==> src/rtl/ctrl_div_if.sv <==
// ctrl_div_if: handshake and strobe bundle between the divider controller,
// the surrounding system and the dp_div datapath.
// slave  = controller side, master = system/datapath side.
interface ctrl_div_if;
  logic start;
  logic div_zero;
  logic R_gte_B;
  logic load;
  logic subtract;
  logic inc_Q;
  logic busy;
  logic done;
  logic valid;
  logic err_div0;
  logic err_wdog;

  modport slave (
    input  start, div_zero, R_gte_B,
    output load, subtract, inc_Q, busy, done, valid, err_div0, err_wdog
  );

  modport master (
    output start, div_zero, R_gte_B,
    input  load, subtract, inc_Q, busy, done, valid, err_div0, err_wdog
  );
endinterface

==> src/rtl/ctrl_div.sv <==
// ctrl_div: sequencing FSM for the restoring-subtraction divider dp_div.
// IDLE -> LOAD -> CHECK (subtract loop) -> DONE | ERR -> IDLE.
// Optional watchdog on the CHECK loop: define CTRL_DIV_WDOG_EN.
module ctrl_div #(
  parameter logic [8:0] WDOG_LIMIT = 9'd300
) (
  input logic       clk,
  input logic       reset,
  ctrl_div_if.slave bus
);

  localparam logic [2:0] S_IDLE  = 3'd0;
  localparam logic [2:0] S_LOAD  = 3'd1;
  localparam logic [2:0] S_CHECK = 3'd2;
  localparam logic [2:0] S_DONE  = 3'd3;
  localparam logic [2:0] S_ERR   = 3'd4;

  logic [2:0] r_state;
  logic [2:0] w_next;
  logic       w_sub;
  logic       w_wdog_trip;
  logic       r_valid;

`ifdef CTRL_DIV_WDOG_EN
  logic [8:0] r_wdog_cnt;
  logic       r_wdog_hit;

  // Trip on the CHECK cycle whose increment would make the count reach the limit.
  assign w_wdog_trip = (r_wdog_cnt == (WDOG_LIMIT - 9'd1));

  // Watchdog counter: cleared in LOAD, counts CHECK cycles; remembers why ERR was entered.
  always_ff @(posedge clk) begin
    if (reset) begin
      r_wdog_cnt <= 9'd0;
      r_wdog_hit <= 1'b0;
    end else begin
      if (r_state == S_LOAD) begin
        r_wdog_cnt <= 9'd0;
      end else if (r_state == S_CHECK) begin
        r_wdog_cnt <= r_wdog_cnt + 9'd1;
      end else begin
        r_wdog_cnt <= r_wdog_cnt;
      end
      r_wdog_hit <= (r_state == S_CHECK) && !bus.div_zero && w_wdog_trip;
    end
  end

  assign bus.err_wdog = (r_state == S_ERR) && r_wdog_hit;
  assign bus.err_div0 = (r_state == S_ERR) && !r_wdog_hit;
`else
  logic [8:0] w_unused_wdog_limit;

  assign w_unused_wdog_limit = WDOG_LIMIT;
  assign w_wdog_trip         = 1'b0;
  assign bus.err_wdog        = 1'b0;
  assign bus.err_div0        = (r_state == S_ERR);
`endif

  // Next-state decode; CHECK also produces the Mealy subtract/inc_Q strobe.
  always_comb begin
    w_next = r_state;
    w_sub  = 1'b0;
    case (r_state)
      S_IDLE: begin
        if (bus.start) begin
          w_next = S_LOAD;
        end else begin
          w_next = S_IDLE;
        end
      end
      S_LOAD: begin
        w_next = S_CHECK;
      end
      S_CHECK: begin
        if (bus.div_zero) begin
          w_next = S_ERR;
        end else if (w_wdog_trip) begin
          w_next = S_ERR;
        end else if (bus.R_gte_B) begin
          w_next = S_CHECK;
          w_sub  = 1'b1;
        end else begin
          w_next = S_DONE;
        end
      end
      S_DONE: begin
        w_next = S_IDLE;
      end
      S_ERR: begin
        w_next = S_IDLE;
      end
      default: begin
        w_next = S_IDLE;
      end
    endcase
  end

  // State register with synchronous reset back to IDLE.
  always_ff @(posedge clk) begin
    if (reset) begin
      r_state <= S_IDLE;
    end else begin
      r_state <= w_next;
    end
  end

  // Result-valid level: cleared when a new division is accepted, set leaving DONE.
  always_ff @(posedge clk) begin
    if (reset) begin
      r_valid <= 1'b0;
    end else if ((r_state == S_IDLE) && bus.start) begin
      r_valid <= 1'b0;
    end else if (r_state == S_DONE) begin
      r_valid <= 1'b1;
    end else begin
      r_valid <= r_valid;
    end
  end

  // Strobes are gated by reset so the datapath stops in the reset cycle itself.
  assign bus.load     = (r_state == S_LOAD) && !reset;
  assign bus.subtract = w_sub && !reset;
  assign bus.inc_Q    = w_sub && !reset;
  assign bus.busy     = (r_state != S_IDLE);
  assign bus.done     = (r_state == S_DONE) || (r_state == S_ERR);
  assign bus.valid    = r_valid;

endmodule

==> src/flat_wrapper.sv <==
// flat-port wrapper written by rule: the top's interface ports become plain ports
module ctrl_div_flat 
#(
  parameter logic [8:0] WDOG_LIMIT = 9'd300
)
  (clk, reset, bus_start, bus_div_zero, bus_R_gte_B, bus_load, bus_subtract, bus_inc_Q, bus_busy, bus_done, bus_valid, bus_err_div0, bus_err_wdog);
  ctrl_div_if bus_i ();
  input logic clk;
  input logic reset;
  input wire logic [$bits(bus_i.start)-1:0] bus_start;
  input wire logic [$bits(bus_i.div_zero)-1:0] bus_div_zero;
  input wire logic [$bits(bus_i.R_gte_B)-1:0] bus_R_gte_B;
  output wire logic [$bits(bus_i.load)-1:0] bus_load;
  output wire logic [$bits(bus_i.subtract)-1:0] bus_subtract;
  output wire logic [$bits(bus_i.inc_Q)-1:0] bus_inc_Q;
  output wire logic [$bits(bus_i.busy)-1:0] bus_busy;
  output wire logic [$bits(bus_i.done)-1:0] bus_done;
  output wire logic [$bits(bus_i.valid)-1:0] bus_valid;
  output wire logic [$bits(bus_i.err_div0)-1:0] bus_err_div0;
  output wire logic [$bits(bus_i.err_wdog)-1:0] bus_err_wdog;
  assign bus_i.start = bus_start;
  assign bus_i.div_zero = bus_div_zero;
  assign bus_i.R_gte_B = bus_R_gte_B;
  assign bus_load = bus_i.load;
  assign bus_subtract = bus_i.subtract;
  assign bus_inc_Q = bus_i.inc_Q;
  assign bus_busy = bus_i.busy;
  assign bus_done = bus_i.done;
  assign bus_valid = bus_i.valid;
  assign bus_err_div0 = bus_i.err_div0;
  assign bus_err_wdog = bus_i.err_wdog;
  ctrl_div #(.WDOG_LIMIT(WDOG_LIMIT)) u_core (.clk(clk), .reset(reset), .bus(bus_i));
endmodule
==> config.mk <==
export PLATFORM = sky130hd
export DESIGN_NAME = ctrl_div_flat
export DESIGN_NICKNAME = d
export VERILOG_FILES = /design/src/rtl/ctrl_div_if.sv /design/src/rtl/ctrl_div.sv /design/src/flat_wrapper.sv
export SDC_FILE = /design/constraint.sdc
export NUM_CORES = 1
export LEC_CHECK = 0
export CORE_AREA = 2 2 39 41
export CTS_BUF_LIST = sky130_fd_sc_hd__clkbuf_8
export DETAILED_ROUTE_END_ITERATION = 7
export DIE_AREA = 0 0 41 43
export PLACE_DENSITY_LB_ADDON = 0.1
export RECOVER_POWER = 100
export SETUP_SLACK_MARGIN = 0.05
export SLEW_MARGIN = 0
export SYNTH_ARGS = -nofsm -noshare
export SYNTH_HDL_FRONTEND = slang
export SYNTH_SLANG_ARGS = --single-unit
==> constraint.sdc <==
create_clock -name clk -period 1.5 [get_ports clk]
set_clock_uncertainty 0.15 [all_clocks]
set_input_delay 0.15 -clock clk [delete_from_list [all_inputs] [get_ports clk]]
set_output_delay 0.15 -clock clk [all_outputs]
set_load 0.1 [all_outputs]
==> results of run 1 <==
-- area by class of cell --
class	count	area, µm²
clock buffers	3	41.29
clock inverters	1	3.754
fillers	129	803.3
inverters	1	6.256
multi-input cells	19	186.4
flip-flops and latches	4	87.58
well taps	16	20.02
repair buffers	20	235.2
-- placed cells by master (no fill, tap or decap), drive strengths merged, types with 2 or more instances in the layout --
cell            n
clkdlybuf4s50   3
clkbuf          4
a21oi           2
inv             2
buf            15
dfxtp           4
or3b            2
nor3            4
-- repair_timing --
action | 4_1_cts | 5_1_grt
pin swaps | 4 | 3
setup buffers | 3 | 1
endpoints found under the setup margin | 5 | 6
resized for setup | 5 | 1
-- synth_stat cells (all sizes together) --
master | n | share of area, %
nor2b | 1 | 2.7
o21bai | 1 | 3.2
mux2i | 1 | 4.3
nand2 | 1 | 1.6
conb | 1 | 1.6
nand2b | 1 | 2.7
and3 | 1 | 3.2
nor3 | 4 | 8.6
and4b | 1 | 4.8
or3 | 1 | 3.2
dfxtp | 4 | 34
inv | 1 | 1.6
or3b | 2 | 7.5
nor2 | 1 | 1.6
a21oi | 2 | 4.3
buf | 3 | 9.6
a211oi | 1 | 5.3
-- worst reg2reg max path: stages, from the launching register on --
cell and delay, ns:
dfxtp_4 0.36, buf_4 0.15, or3b_1 0.37, a21oi_1 0.15
nor3_1 0.06
-- where the power goes --
group	switching, mW	internal [mW]	total, mW
registers	0.00876	0.111	0.120
clock network	0.0639	0.175	0.239
logic	0.0931	0.0691	0.162
-- registers in the layout, summed over array words and instances (netlist names) --
signal / flops
u_core.r_state: 3
u_core.bus.valid: 1
-- routing by layer --
layer  up-vias  routed length [µm]  global-route usage (%)
met1       129                 238                   9.325
met4         0                  10                   6.000
li1        134                   -                       -
met2         8                 420                   18.13
met5         -                   0                       0
met3         2                  54                   5.236
-- metrics by stage --
step / power (mW) / hold slack [ns] / util (%) / instances / TNS, ns
5_1_grt: 0.5417 / 0.3063 / 41.95 / 64 / -0.2115
2_1_floorplan: 0.2177 / 0.06465 / - / 27 / -0.8401
6_report: 0.5212 / 0.2935 / 41.95 / 64 / -0.1013
3_5_place_dp: 0.2716 / 0.3770 / 36.26 / 56 / -0.2660
4_1_cts: 0.5248 / 0.2669 / 42.22 / 63 / -0.1188
3_3_place_gp: 0.2711 / 0.3858 / 36.26 / 56 / -0.3390
-- worst paths after layout --
| check | end | start | slack (ns) |
|---|---|---|---|
| worst min register to register | u_core.bus.valid | u_core.bus.valid | 0.37 |
| worst max-delay path | bus_inc_Q | u_core.r_state[0] | -0.04 |
| worst max register to register | u_core.bus.valid | u_core.r_state[2] | 0.14 |
| worst min-delay path | u_core.r_state[1] | reset | 0.29 |
-- kinds of logic (layout without fill, tap and decap cells) --
family,count (synthesis),count (layout),synth area share [%]
AOI/OAI and AO/OA,4,4,12.83
buffers and inverters,4,25,11.23
and+or+nand+nor,13,13,35.83
DFF,4,4,34.23
muxes,1,1,4.278
other,1,1,1.603
==> metrics, run 1 <==
Post-Syn Area=234.0 µm²; Critical Path AT=roughly 1.2 ns; Tcrit/Tclk final=102.8%; worst slew pin tran=approximately 0.54 ns; IO Port Bufs=11; CP Launch Type=flip-flop; # DRC=0; violated checks=negative setup slack; Post-CTS Hold Fix Bufs=0; CP cell instances=nor3_4 > and4b_4 > buf_12; CTS Buf Count=3; initial antenna violation count=0; critical path fanouts, max=3; #FFs+latches synth=4; unrepaired setup endpoints after global routing=yes; Clock transition at path regs=~0.030 ns; total iterations of the first detailed-routing run=1; DRC violation total after the first TritonRoute iteration=0; Core ar.=about 0.0014 mm²; Slew Limit Fails=0; worst IR drop on VDD=around 420 µV; Cells after Synth=27; max_cap viols=0; die height=between 40 and 50 µm; Max stage delay on crit path=between 0.3 and 0.4 ns; CP bufs+invs=1; Lkg Pwr=~0.24 nW; Root Driver=clkbuf_8; Worst-Skew Late Latency=around 0.22 ns; PwrDens=between 800 and 900 mW/mm²; Starting Density=16.91%; Chip Width=between 40 and 50 µm; post-route ant nets=0; Max H-tree Level=1; # diodes=0; Mapped Nets=32; die area=0.001763 mm²; global-route wire length before repair=1.207 mm; GRT Total Usage=10.64%; RePlAce Congestion=0.7053; outcome=finished with violations; reg2reg path depth=4; Max Clk Rate=~0.65 GHz; Ys Warns=0; Hold WC Path Type=in -> reg; Via Count=around 270; Layout area overhead=148.1%; layout cells sized above 1=68.75%; drt total wl=725 µm; Total Nets Final=54; Synth Area per Inst=8.666 µm²; Seq/Total Area, Yosys=34.22%; Final Critical Period=~1.5 ns; clock tree buffer depth=2; final worst slack=-0.04143 ns; Vias/cell=roughly 4.3; Critical Path Sink Type=output pin; slew margin rel.=around 64%; fin area=580.6 µm²; Finish-stage setup viols=3; CTS tree=yes; critical path's top delay family=simple AND/OR/NAND/NOR gates; row count=14; Hold Path Depth=3; critical path's slowest cell=dfxtp_2; Routed wire per std cell=between 10 and 15 µm; Synth cell types=17; Crit Path Class=reg -> out; I/O pin count=13; HPWL Detailed=slightly above 500 µm; post-place setup slack=-0.1331 ns; Hold Violations, Final=0; DP Area=around 500 µm²; vias in the first global route=between 200 and 300; pin count of the biggest net entering global routing=10; Num Clock Sinks=4; Req. time, crit path=between 1 and 1.5 ns; total gr overflow=0; WP depth=3
No activity file was read; power rests on OpenSTA's default activity.
==> run 2: changes to the inputs <==
--- a/config.mk
+++ b/config.mk
@@ -12,7 +12,8 @@
 export PLACE_DENSITY_LB_ADDON = 0.1
 export RECOVER_POWER = 100
 export SETUP_SLACK_MARGIN = 0.05
-export SLEW_MARGIN = 0
+export SLEW_MARGIN = 25
 export SYNTH_ARGS = -nofsm -noshare
 export SYNTH_HDL_FRONTEND = slang
 export SYNTH_SLANG_ARGS = --single-unit
+export TNS_END_PERCENT = 50
==> metrics, run 2 (synthesis results as in run 1) <==
Setup TNS=-0.09465 ns; CTS tree=yes; HPWL Detailed=473.9 µm; Hold Violations, Final=0; Clock transition at path regs=~0.030 ns; initial antenna violation count=0; slew margin rel.=64.17%; Layout area overhead=139.6%; # DRC=0; r2r endpoint=u_core.bus.valid; Critical Path AT=around 1.2 ns; worst IR drop on VDD=around 310 µV; max_cap viols=0; post-route ant nets=0; GRT Total Usage=approximately 9.9%; sw frac=a little under a third; violated checks=negative setup slack; I/O pin count=13; total power=between 0.5 and 0.6 mW; fin cells=slightly above 60; drt total wl=between 600 and 700 µm; R2R Setup Slk=0.14 ns; max reg flops=3; Final Critical Period=about 1.5 ns; register share of total power=a little under a quarter; Finish-stage setup viols=3; crit path launch=u_core.r_state[0]; vias in the first global route=251; clock tree buffer depth=2; Hold WC Path Type=in -> reg; Routed wire per std cell=between 9 and 10 µm; Placed Cells=54; CP Launch Type=flip-flop; post-place setup slack=-0.1517 ns; Worst R2R Start=u_core.r_state[2]; unrepaired setup endpoints after global routing=yes; Lkg Pwr=0.2272 nW; Starting Density=roughly 17%; Chip Width=between 40 and 50 µm; pin count of the biggest net entering global routing=10; final worst slack=-0.04079 ns; DP Area=about 480 µm²; Comb pwr share=a little under a third; total iterations of the first detailed-routing run=4; Tcrit/Tclk final=102.7%; Req. time, crit path=around 1.2 ns; total gr overflow=0; PwrDens=903.8 mW/mm²; die area=approximately 0.0018 mm²; Post-CTS Hold Fix Bufs=0; fin area=approximately 560 µm²; RePlAce Congestion=0.6586; global-route wire length before repair=around 1.1 mm; die height=43 µm; Slew Limit Fails=0; Max H-tree Level=1; Root Driver=clkbuf_8; Via Count=approximately 250; Core ar.=between 0.001 and 0.0015 mm²; Sw Pwr=0.1554 mW; Num Clock Sinks=4; worst slew pin tran=between 0.5 and 0.6 ns; Int Power=between 0.3 and 0.4 mW; Largest Register=u_core.r_state; DRC violation total after the first TritonRoute iteration=2; Filler cells=about 140; hold slack=~0.29 ns; Total Nets Final=52; row count=14; critical path fanouts, max=3; IO Port Bufs=11; power share of the clock group=a little under half; CTS Buf Count=3; Critical Path Sink Type=output pin; most frequent cells in the layout=buf_4, buf_12, nor3_4, clkbuf_8, clkdlybuf4s50_1; # diodes=0; layout cells sized above 1=about two thirds; Max Clk Rate=between 0.6 and 0.7 GHz; Crit Path Class=reg -> out; Post-Route Utilization=roughly 41%; Vias/cell=4.097; most common cell after layout, fill and taps aside=buf_4; reg2reg path depth=4; Setup crit end=bus_subtract; outcome=finished with violations; Worst-Skew Late Latency=between 0.2 and 0.25 ns
==> run 2: cell types whose count changed in the layout (fill, tap and decap cells not counted), sizes merged <==
cell  previous run  this run
buf             15        13
==> run 2: worst min path at each step <==
stage	startpoint	to	slack, ns	cells after the start
after floorplan	reset	u_core.r_state[1]	0.06	1
after detailed placement	u_core.r_state[2]	u_core.r_state[1]	0.34	1
after global placement	u_core.r_state[2]	u_core.r_state[1]	0.33	1
final	reset	u_core.r_state[1]	0.29	3
after global routing	reset	u_core.r_state[1]	0.30	3
after CTS	reset	u_core.r_state[1]	0.28	3
==> run 2: area by class of cell <==
cell class,instances,area [µm²],area share (%)
clock inverter,1,3.754,0.6696
clock buffer,3,41.29,7.366
timing repair buffer,18,216.5,38.62
multi-input combinational,19,183.9,32.81
tap,16,20.02,3.571
inverter,1,6.256,1.116
sequential,4,88.84,15.85
==> run 2: repair_timing <==
item | 4_1_cts | 5_1_grt
gates resized for setup | 6 | 0
setup buffers | 3 | 1
pin swaps | 4 | 1
endpoints found under the setup margin | 5 | 5
==> run 2: layer usage <==
layer	part of all wire, %	global-route usage, %	up-vias
li1	-	-	128
met1	40	10.36	118
met2	52	12.81	8
met3	7.0	5.236	0
met4	0	10.00	0
met5	0	0	-
==> run 2: critical path: stages, from the launching register on <==
cell     delay (ns)
dfxtp_4        0.35
nor3_4         0.17
and4b_2        0.32
buf_12         0.19
==> run 2: power groups by stage <==
stage                     sequential [mW]  combinational, mW  clock (mW)
after floorplan                     0.121             0.0947           0
after global placement              0.122              0.143           0
after detailed placement            0.122              0.143           0
after CTS                           0.120              0.155       0.241
after global routing                0.121              0.164       0.252
final                               0.120              0.156       0.231
==> run 3: changes to the inputs <==
--- a/config.mk
+++ b/config.mk
@@ -9,6 +9,7 @@
 export CTS_BUF_LIST = sky130_fd_sc_hd__clkbuf_8
 export DETAILED_ROUTE_END_ITERATION = 7
 export DIE_AREA = 0 0 41 43
+export MAX_ROUTING_LAYER = met4
 export PLACE_DENSITY_LB_ADDON = 0.1
 export RECOVER_POWER = 100
 export SETUP_SLACK_MARGIN = 0.05
==> metrics, run 3 (synthesis results as in run 1) <==
Critical Path Sink Type=output pin; Chip Width=around 41 µm; # diodes=0; worst IR drop on VDD=between 300 and 400 µV; most common cell after layout, fill and taps aside=buf_4; met3 Usage GRT=approximately 4.7%; Finish-stage setup viols=3; Max Clk Rate=between 0.6 and 0.7 GHz; Placed Cells=54; Layout area overhead=139.6%; global-route wire length before repair=between 1 and 1.5 mm; Lkg Pwr=between 0.2 and 0.25 nW; most frequent cells in the layout=buf_4, buf_12, nor3_4, clkbuf_8, clkdlybuf4s50_1; Largest Register=u_core.r_state; drt total wl=about 610 µm; max_cap viols=0; Hold Violations, Final=0; critical path fanouts, max=3; CTS tree=yes; final worst slack=-0.03845 ns; Max H-tree Level=1; fin area=about 560 µm²; Post-CTS Hold Fix Bufs=0; GR Layer Usage met1=a little over a tenth; total iterations of the first detailed-routing run=4; Post-Route Utilization=approximately two fifths; gr busiest metal=met2; Filler cells=around 140; R2R Setup Slk=0.14 ns; Slew Limit Fails=0; Critical Path AT=around 1.2 ns; Num Clock Sinks=4; die height=~43 µm; worst slew pin tran=roughly 0.54 ns; RePlAce Congestion=approximately 0.66; Starting Density=between 15 and 20%; total gr overflow=0; Via Count=roughly 250; DRC violation total after the first TritonRoute iteration=2; Root Driver=clkbuf_8; # DRC=0; max reg flops=3; outcome=finished with violations; row count=14; fin cells=62; HPWL Detailed=473.9 µm; Final Critical Period=1.538 ns; unrepaired setup endpoints after global routing=yes; IO Port Bufs=11; critical path's top delay family=simple AND/OR/NAND/NOR gates; total power=a little over 0.5 mW; PwrDens=around 900 mW/mm²; DP Area=about 480 µm²; I/O pin count=13; Tcrit/Tclk final=102.6%; Setup TNS=-0.09008 ns; critical path's slowest cell=dfxtp_4; CP Launch Type=flip-flop; CP bufs+invs=1; Max stage delay on crit path=~0.35 ns; Worst-Skew Late Latency=0.22 ns; GRT Total Usage=between 10% and 20%; Hold WC Path Type=in -> reg; CTS Buf Count=3; Core ar.=0.001384 mm²; clock tree buffer depth=2; hold slack=about 0.29 ns; slew margin rel.=around 64%; initial antenna violation count=0; die area=0.001763 mm²; Crit Path Class=reg -> out; CP cell instances=nor3_4 > and4b_2 > buf_12; Req. time, crit path=1.20 ns; Clock transition at path regs=0.03 ns; Vias/cell=around 4; vias in the first global route=between 200 and 300; layout cells sized above 1=approximately two thirds; Routed wire per std cell=9.855 µm; pin count of the biggest net entering global routing=10; Total Nets Final=52; post-place setup slack=-0.1517 ns; met2 Track Usage GR=between 10% and 20%; post-route ant nets=0; violated checks=negative setup slack
==> run 3: cell counts in the layout (fill, tap and decap cells not counted) <==
Identical to the previous run, type by type.
==> run 3: final timing paths <==
path	startpoint	end	depth (start not counted)
worst max-delay path	u_core.r_state[0]	bus_subtract	3
worst min-delay path	reset	u_core.r_state[1]	3
worst max register to register	u_core.r_state[2]	u_core.bus.valid	4
worst min register to register	u_core.r_state[2]	u_core.r_state[1]	1
==> run 3: where the power goes <==
group | total, mW | internal [mW] | leakage [nW] | switching, mW
logic | 0.156 | 0.0664 | 0.166 | 0.0895
clock network | 0.231 | 0.174 | 0.0269 | 0.0565
registers | 0.120 | 0.110 | 0.0345 | 0.00932
==> run 3: area by class of cell <==
type / instances / area, µm² / share of cell area, %
Timing Repair Buffer: 18 / 216.5 / 38.62
Clock buffer: 3 / 41.29 / 7.366
Tap cell: 16 / 20.02 / 3.571
Inverter: 1 / 6.256 / 1.116
Sequential cell: 4 / 88.84 / 15.85
Clock inverter: 1 / 3.754 / 0.6696
Multi-Input combinational cell: 19 / 183.9 / 32.81
==> run 3: timing repair <==
action	4_1_cts	5_1_grt
endpoints found under the setup margin	5	5
gates resized for setup	6	0
setup buffers	3	1
pin swaps	4	1
==> run 3: worst min-delay path: stages <==
cell	delay [ns]
dlygate4sd2_1	0.26
buf_4	0.16
a211oi_2	0.03
==> run 3: metal layers <==
layer,routed length [µm],vias up
met4,0,0
met2,320,8
met3,32,0
li1,-,128
met1,257,118
met5,0,-
